## src/rtl/uart_system_pkg.sv

```systemverilog
// Shared definitions for the UART system controller: command opcodes,
// receiver-controller state encoding and fixed ALU operand addresses.
package uart_system_pkg;

  localparam logic [7:0] WRITE_CMD          = 8'hAA;
  localparam logic [7:0] READ_CMD           = 8'hBB;
  localparam logic [7:0] ALU_OPERAND_CMD    = 8'hCC;
  localparam logic [7:0] ALU_NO_OPERAND_CMD = 8'hDD;

  localparam int unsigned OPERAND_A_ADDRESS = 0;
  localparam int unsigned OPERAND_B_ADDRESS = 1;

  typedef enum logic [2:0] {
    IDLE      = 3'd0,
    WR_ADDR   = 3'd1,
    WR_DATA   = 3'd2,
    RD_ADDR   = 3'd3,
    OPERAND_A = 3'd4,
    OPERAND_B = 3'd5,
    ALU_FUNC  = 3'd6
  } state_t;

  function automatic logic state_is_busy(input state_t st);
    return (st != IDLE);
  endfunction

  // States belonging to an ALU command keep the ALU clock running.
  function automatic logic state_gates_clock(input state_t st);
    case (st)
      OPERAND_A, OPERAND_B, ALU_FUNC: return 1'b1;
      default:                        return 1'b0;
    endcase
  endfunction

endpackage

```

## src/rtl/command_timeout_counter.sv

```systemverilog
// Saturating inter-byte idle counter; expired stays high once the limit is reached
// until the next clear.
module command_timeout_counter #(
  parameter int unsigned TIMEOUT_CYCLES = 65535
) (
  input  logic clk,
  input  logic reset,
  input  logic clear,
  input  logic count,
  output logic expired
);

  localparam int unsigned COUNT_WIDTH = $clog2(TIMEOUT_CYCLES + 1);
  localparam logic [COUNT_WIDTH-1:0] LIMIT = COUNT_WIDTH'(TIMEOUT_CYCLES);

  logic [COUNT_WIDTH-1:0] count_r;

  // Idle cycle counter, saturating at the limit
  always_ff @(posedge clk or negedge reset) begin
    if (!reset) begin
      count_r <= '0;
    end else if (clear) begin
      count_r <= '0;
    end else if (count && (count_r != LIMIT)) begin
      count_r <= count_r + 1'b1;
    end else begin
      count_r <= count_r;
    end
  end

  assign expired = (count_r == LIMIT);

endmodule

```

## src/rtl/uart_receiver_controller.sv

```systemverilog
// Command sequencer: turns the received UART byte stream into register-file and ALU strobes.
// Define CMD_TIMEOUT_EN to abort commands whose bytes stop arriving for TIMEOUT_CYCLES.
module uart_receiver_controller
  import uart_system_pkg::*;
#(
  parameter int DATA_WIDTH         = 8,
  parameter int ADDRESS_WIDTH      = 4,
  parameter int ALU_FUNCTION_WIDTH = 4
`ifdef CMD_TIMEOUT_EN
  ,
  parameter int TIMEOUT_CYCLES     = 65535
`endif
) (
  input  logic                          clk,
  input  logic                          reset,
  input  logic [DATA_WIDTH-1:0]         received_data,
  input  logic                          received_data_valid,
  input  logic                          received_frame_error,
  input  logic                          enable,
  output logic [ADDRESS_WIDTH-1:0]      address,
  output logic [DATA_WIDTH-1:0]         write_data,
  output logic                          write_enable,
  output logic                          read_enable,
  output logic [ALU_FUNCTION_WIDTH-1:0] ALU_function,
  output logic                          ALU_enable,
  output logic                          clock_gate_enable,
  output logic                          busy
);

  state_t                   state_r;
  logic [ADDRESS_WIDTH-1:0] addr_latch_r;
  logic                     opcode_accept_s;
  logic                     timeout_expired_s;

  // Only opcodes are gated by enable; the rest of a command always gets through.
  assign opcode_accept_s = received_data_valid && enable && !received_frame_error;

`ifdef CMD_TIMEOUT_EN
  logic timeout_clear_s;
  logic timeout_count_s;

  assign timeout_clear_s = (state_r == IDLE) || received_data_valid;
  assign timeout_count_s = (state_r != IDLE);

  command_timeout_counter #(
    .TIMEOUT_CYCLES (TIMEOUT_CYCLES)
  ) u_timeout (
    .clk     (clk),
    .reset   (reset),
    .clear   (timeout_clear_s),
    .count   (timeout_count_s),
    .expired (timeout_expired_s)
  );
`else
  assign timeout_expired_s = 1'b0;
`endif

  // Command FSM with registered strobes, datapath outputs and status flags
  always_ff @(posedge clk or negedge reset) begin
    if (!reset) begin
      state_r           <= IDLE;
      addr_latch_r      <= '0;
      address           <= '0;
      write_data        <= '0;
      ALU_function      <= '0;
      write_enable      <= 1'b0;
      read_enable       <= 1'b0;
      ALU_enable        <= 1'b0;
      clock_gate_enable <= 1'b0;
      busy              <= 1'b0;
    end else begin
      write_enable      <= 1'b0;
      read_enable       <= 1'b0;
      ALU_enable        <= 1'b0;
      busy              <= state_is_busy(state_r);
      clock_gate_enable <= state_gates_clock(state_r);
      if (state_r == IDLE) begin
        if (opcode_accept_s) begin
          case (received_data)
            DATA_WIDTH'(WRITE_CMD): begin
              state_r <= WR_ADDR;
              busy    <= 1'b1;
            end
            DATA_WIDTH'(READ_CMD): begin
              state_r <= RD_ADDR;
              busy    <= 1'b1;
            end
            DATA_WIDTH'(ALU_OPERAND_CMD): begin
              state_r           <= OPERAND_A;
              busy              <= 1'b1;
              clock_gate_enable <= 1'b1;
            end
            DATA_WIDTH'(ALU_NO_OPERAND_CMD): begin
              state_r           <= ALU_FUNC;
              busy              <= 1'b1;
              clock_gate_enable <= 1'b1;
            end
            default: state_r <= IDLE;
          endcase
        end else begin
          state_r <= IDLE;
        end
      end else if (received_data_valid && received_frame_error) begin
        state_r           <= IDLE;
        busy              <= 1'b0;
        clock_gate_enable <= 1'b0;
      end else if (received_data_valid) begin
        case (state_r)
          WR_ADDR: begin
            addr_latch_r <= received_data[ADDRESS_WIDTH-1:0];
            state_r      <= WR_DATA;
          end
          WR_DATA: begin
            write_enable <= 1'b1;
            address      <= addr_latch_r;
            write_data   <= received_data;
            state_r      <= IDLE;
            busy         <= 1'b0;
          end
          RD_ADDR: begin
            read_enable <= 1'b1;
            address     <= received_data[ADDRESS_WIDTH-1:0];
            state_r     <= IDLE;
            busy        <= 1'b0;
          end
          OPERAND_A: begin
            write_enable <= 1'b1;
            address      <= ADDRESS_WIDTH'(OPERAND_A_ADDRESS);
            write_data   <= received_data;
            state_r      <= OPERAND_B;
          end
          OPERAND_B: begin
            write_enable <= 1'b1;
            address      <= ADDRESS_WIDTH'(OPERAND_B_ADDRESS);
            write_data   <= received_data;
            state_r      <= ALU_FUNC;
          end
          ALU_FUNC: begin
            // Clock gate stays open through the start strobe itself.
            ALU_enable        <= 1'b1;
            ALU_function      <= received_data[ALU_FUNCTION_WIDTH-1:0];
            state_r           <= IDLE;
            busy              <= 1'b0;
            clock_gate_enable <= 1'b1;
          end
          default: begin
            state_r           <= IDLE;
            busy              <= 1'b0;
            clock_gate_enable <= 1'b0;
          end
        endcase
      end else if (timeout_expired_s) begin
        state_r           <= IDLE;
        busy              <= 1'b0;
        clock_gate_enable <= 1'b0;
      end else begin
        state_r <= state_r;
      end
    end
  end

endmodule
```

## config.mk

```make
export PLATFORM = sky130hd
export DESIGN_NAME = uart_receiver_controller
export DESIGN_NICKNAME = d
export VERILOG_FILES = /design/src/rtl/uart_system_pkg.sv /design/src/rtl/command_timeout_counter.sv /design/src/rtl/uart_receiver_controller.sv
export SDC_FILE = /design/constraint.sdc
export NUM_CORES = 1
export LEC_CHECK = 0
export BUFFER_PORTS_ARGS = -buffer_cell sky130_fd_sc_hd__buf_2
export CORE_MARGIN = 2
export CORE_UTILIZATION = 35
export CTS_BUF_LIST = sky130_fd_sc_hd__clkbuf_4 sky130_fd_sc_hd__clkbuf_8
export DETAILED_ROUTE_END_ITERATION = 10
export SETUP_SLACK_MARGIN = 0.02
export SLEW_MARGIN = 20
export SYNTH_ARGS = -nofsm -noshare
export SYNTH_HDL_FRONTEND = slang
export SYNTH_HIERARCHICAL = 1
export SYNTH_SLANG_ARGS = --single-unit
```

## constraint.sdc

```tcl
create_clock -name clk -period 1.5 [get_ports clk]
set_input_delay 0.075 -clock clk [delete_from_list [all_inputs] [get_ports clk]]
set_output_delay 0.075 -clock clk [all_outputs]
set_load 0.05 [all_outputs]
```

==> flow_summary.ini <==
[critical_path]
rr_startpoint = state_r[0]
rr_endpoint = write_data[0]
required_ns = 1.67
r2r_cells = 3
r2r_slack_ns = 0.004
crit_family = flip-flops
startpoint_type = flop
worst-path-buf-inv = 0
arrival_ns = 1.66
critPathSlowestCell = dfrtp_1
critPathMaxStageDelay_ns = 0.39
crit_path_end_kind = flop
cp_max_fo = 9
criticalPathCategory = flop to flop
path_cells = or3b_1 > a21o_4 > mux2_4

[floorplan]
dieHeight_um = 66.05
core_area_sq_um = 3689
boundaryPins = 34
rows = 22
die_area_sq_um = 4363
die_x_um = 66.05
start_util_pct = 36.53

[timing]
timing.final.crit_period_ns = 1.496
setup_viol = 0
worstMarginPinSlew_ns = 0.6060
setup_ws_ns = 0.003948
fin_crit_sh_pct = 99.74
fmax_ghz = 0.6684
finClkSkew_ns = 0.003685
finalHoldViolCount = 0
slew-limit-headroom_pct = 59.05
grt_setup_unrepaired = true
tns_ns = 0
drv_slew = 0

[clock_network]
cts_root_buffer = clkbuf_8
htreeDepth = 1
cts_tree = built
insertion_delay_ns = 0.28
cts_made_buffers = 3
clockBufferDepth = 2
cts_sinks = 28
clkTransAtPathRegs_ns = 0.09

[worst_hold_path]
hold_path.class = input pin to flop
worstHoldStart = received_data[5]
whs_endpoint = write_data[5]
hold_depth = 2

[cells_and_area]
mostFrequentLayoutCells = 33 x buf_2, 28 x dfrtp_1, 15 x buf_4
fillCellCount = 358
final_area_sq_um = 1788
fin_cells = 204
nets = 170
layout-drive-gt1-share_pct = 50.00
layout_commonest_cell = buf_2
area_growth_pct = 32.68
antennaDiodeCount = 0

[yosys]
synthCells = 109
yosysWarnings = 6
syn_area_sq_um = 1348
synthFlopType = dfrtp_1
async_reset_ff_share_pct = 100.0
synth-seq-cells = 28
syn_nets = 122
synth_cell_type_count = 35
synth-edff-count = 0
syn_area_per_cell_sq_um = 12.36
ys_seq_area_share_pct = 52.00

[drt]
viasPerCell = 5.176
drt_iter0_markers = 24
ant_nets = 0
wl_per_cell_um = 14.98
vias = 1056
firstDrtPassIters = 4
routed_wirelength_um = 3056
post-route-drc-count = 0

[placement]
hpwl_um = 2179
io_buffer_count = 33
dp_slack_ns = -0.07393
place_area_sq_um = 1624
dp.cells = 195
gp_congestion = 0.7862

[outcome]
status = finished clean

[grt]
antenna_found_initial = 0
overflow = 0
grt_max_degree = 29
grt_first_pass_wirelength_um = 4988
grt_pass1_vias = 1077
globalRouteTotalUtil_pct = 15.57

[power]
p_per_area_nw_per_um2 = 921.1
leakagePower_nw = 0.9074
ir_worst_vdd_v = 0.0006232

[job]
drv_cap = 0
-- per-layer routing --
layer	routed length, um	track usage, %	part of all wire [%]	vias to the layer above
li1	-	-	-	505
met1	1409	20.19	46	524
met2	1491	25.76	49	22
met3	102	2.215	3.3	5
met4	53	6.888	1.7	0
met5	0	0	0	-
-- worst register-to-register path, cell delays in order (launching register included) --
cell,delay (ns)
dfrtp_1,0.39
or3b_1,0.39
a21o_4,0.28
mux2_4,0.32
-- worst max-delay path by stage --
stage | startpoint | endpoint | slack, ns | cells after the start
floorplan | state_r[2] | write_data[0] | 0.009 | 4
global placement | state_r[0] | write_data[1] | -0.03 | 3
detailed placement | state_r[2] | write_data[5] | -0.07 | 3
CTS | state_r[2] | address[0] | 0.003 | 5
global route | state_r[2] | clock_gate_enable | -0.04 | 5
finish | state_r[0] | write_data[0] | 0.004 | 3
-- logic make-up after synthesis --
group | Yosys count | synth area share (%)
muxes | 16 | 15.60
buffers and inverters | 12 | 4.548
xor gates and xnor gates | 2 | 1.300
AOI/OAI and AO/OA | 27 | 13.65
DFF | 28 | 52.00
and+or+nand+nor | 24 | 12.91
-- state kept, by name, summed over array words and instances, names as in the netlist --
| name | flops |
|---|---|
| address | 4 |
| clock_gate_enable | 1 |
| state_r | 3 |
| busy | 1 |
| write_enable | 1 |
| read_enable | 1 |
| ALU_enable | 1 |
| ALU_function | 4 |
| write_data | 8 |
| addr_latch_r | 4 |
-- stage by stage --
| step | hold WS [ns] | util, % | total power, mW |
|---|---|---|---|
| 2_1_floorplan | -0.2206 | - | 0.9731 |
| 3_3_place_gp | 0.1106 | 44.03 | 1.056 |
| 3_5_place_dp | 0.1293 | 44.03 | 1.062 |
| 4_1_cts | 0.05634 | 46.81 | 1.666 |
| 5_1_grt | 0.05662 | 48.47 | 1.742 |
| 6_report | 0.06185 | 48.47 | 1.647 |
-- Yosys cell counts (3+ instances only) --
cell / count / area, sq um
dfrtp_1: 28 / 700.7
mux2_2: 8 / 90.09
mux2_4: 8 / 120.1
o21ai_0: 7 / 35.03
a31oi_1: 5 / 31.28
o31ai_1: 5 / 37.54
clkbuf_1: 4 / 15.01
inv_1: 4 / 15.01
nor2_1: 4 / 15.01
and4b_1: 3 / 30.03
nand3_1: 3 / 15.01
-- power breakdown --
group | switching [mW] | internal [mW]
clock network | 0.232 | 0.358
registers | 0.0183 | 0.787
logic | 0.164 | 0.0875
-- final cells by class --
type,count,area (sq um),area share [%]
Clock buffer,3,41.29,2.309
Clock inverter,1,30.03,1.680
Inverter,4,15.01,0.8398
Multi-Input combinational cell,69,630.6,35.27
Sequential cell,28,700.7,39.19
Tap cell,48,60.06,3.359
Timing Repair Buffer,51,310.3,17.35
-- what timing repair did --
action | 4_1_cts | 5_1_grt
gates resized for setup | 3 | 9
hold endpoints to repair | 28 | 0
pin swaps | 1 | 3
hold buffers | 1 | 0
setup endpoints to repair | 13 | 17
setup buffers | 1 | 3
No activity file was read; power rests on OpenSTA's default activity.
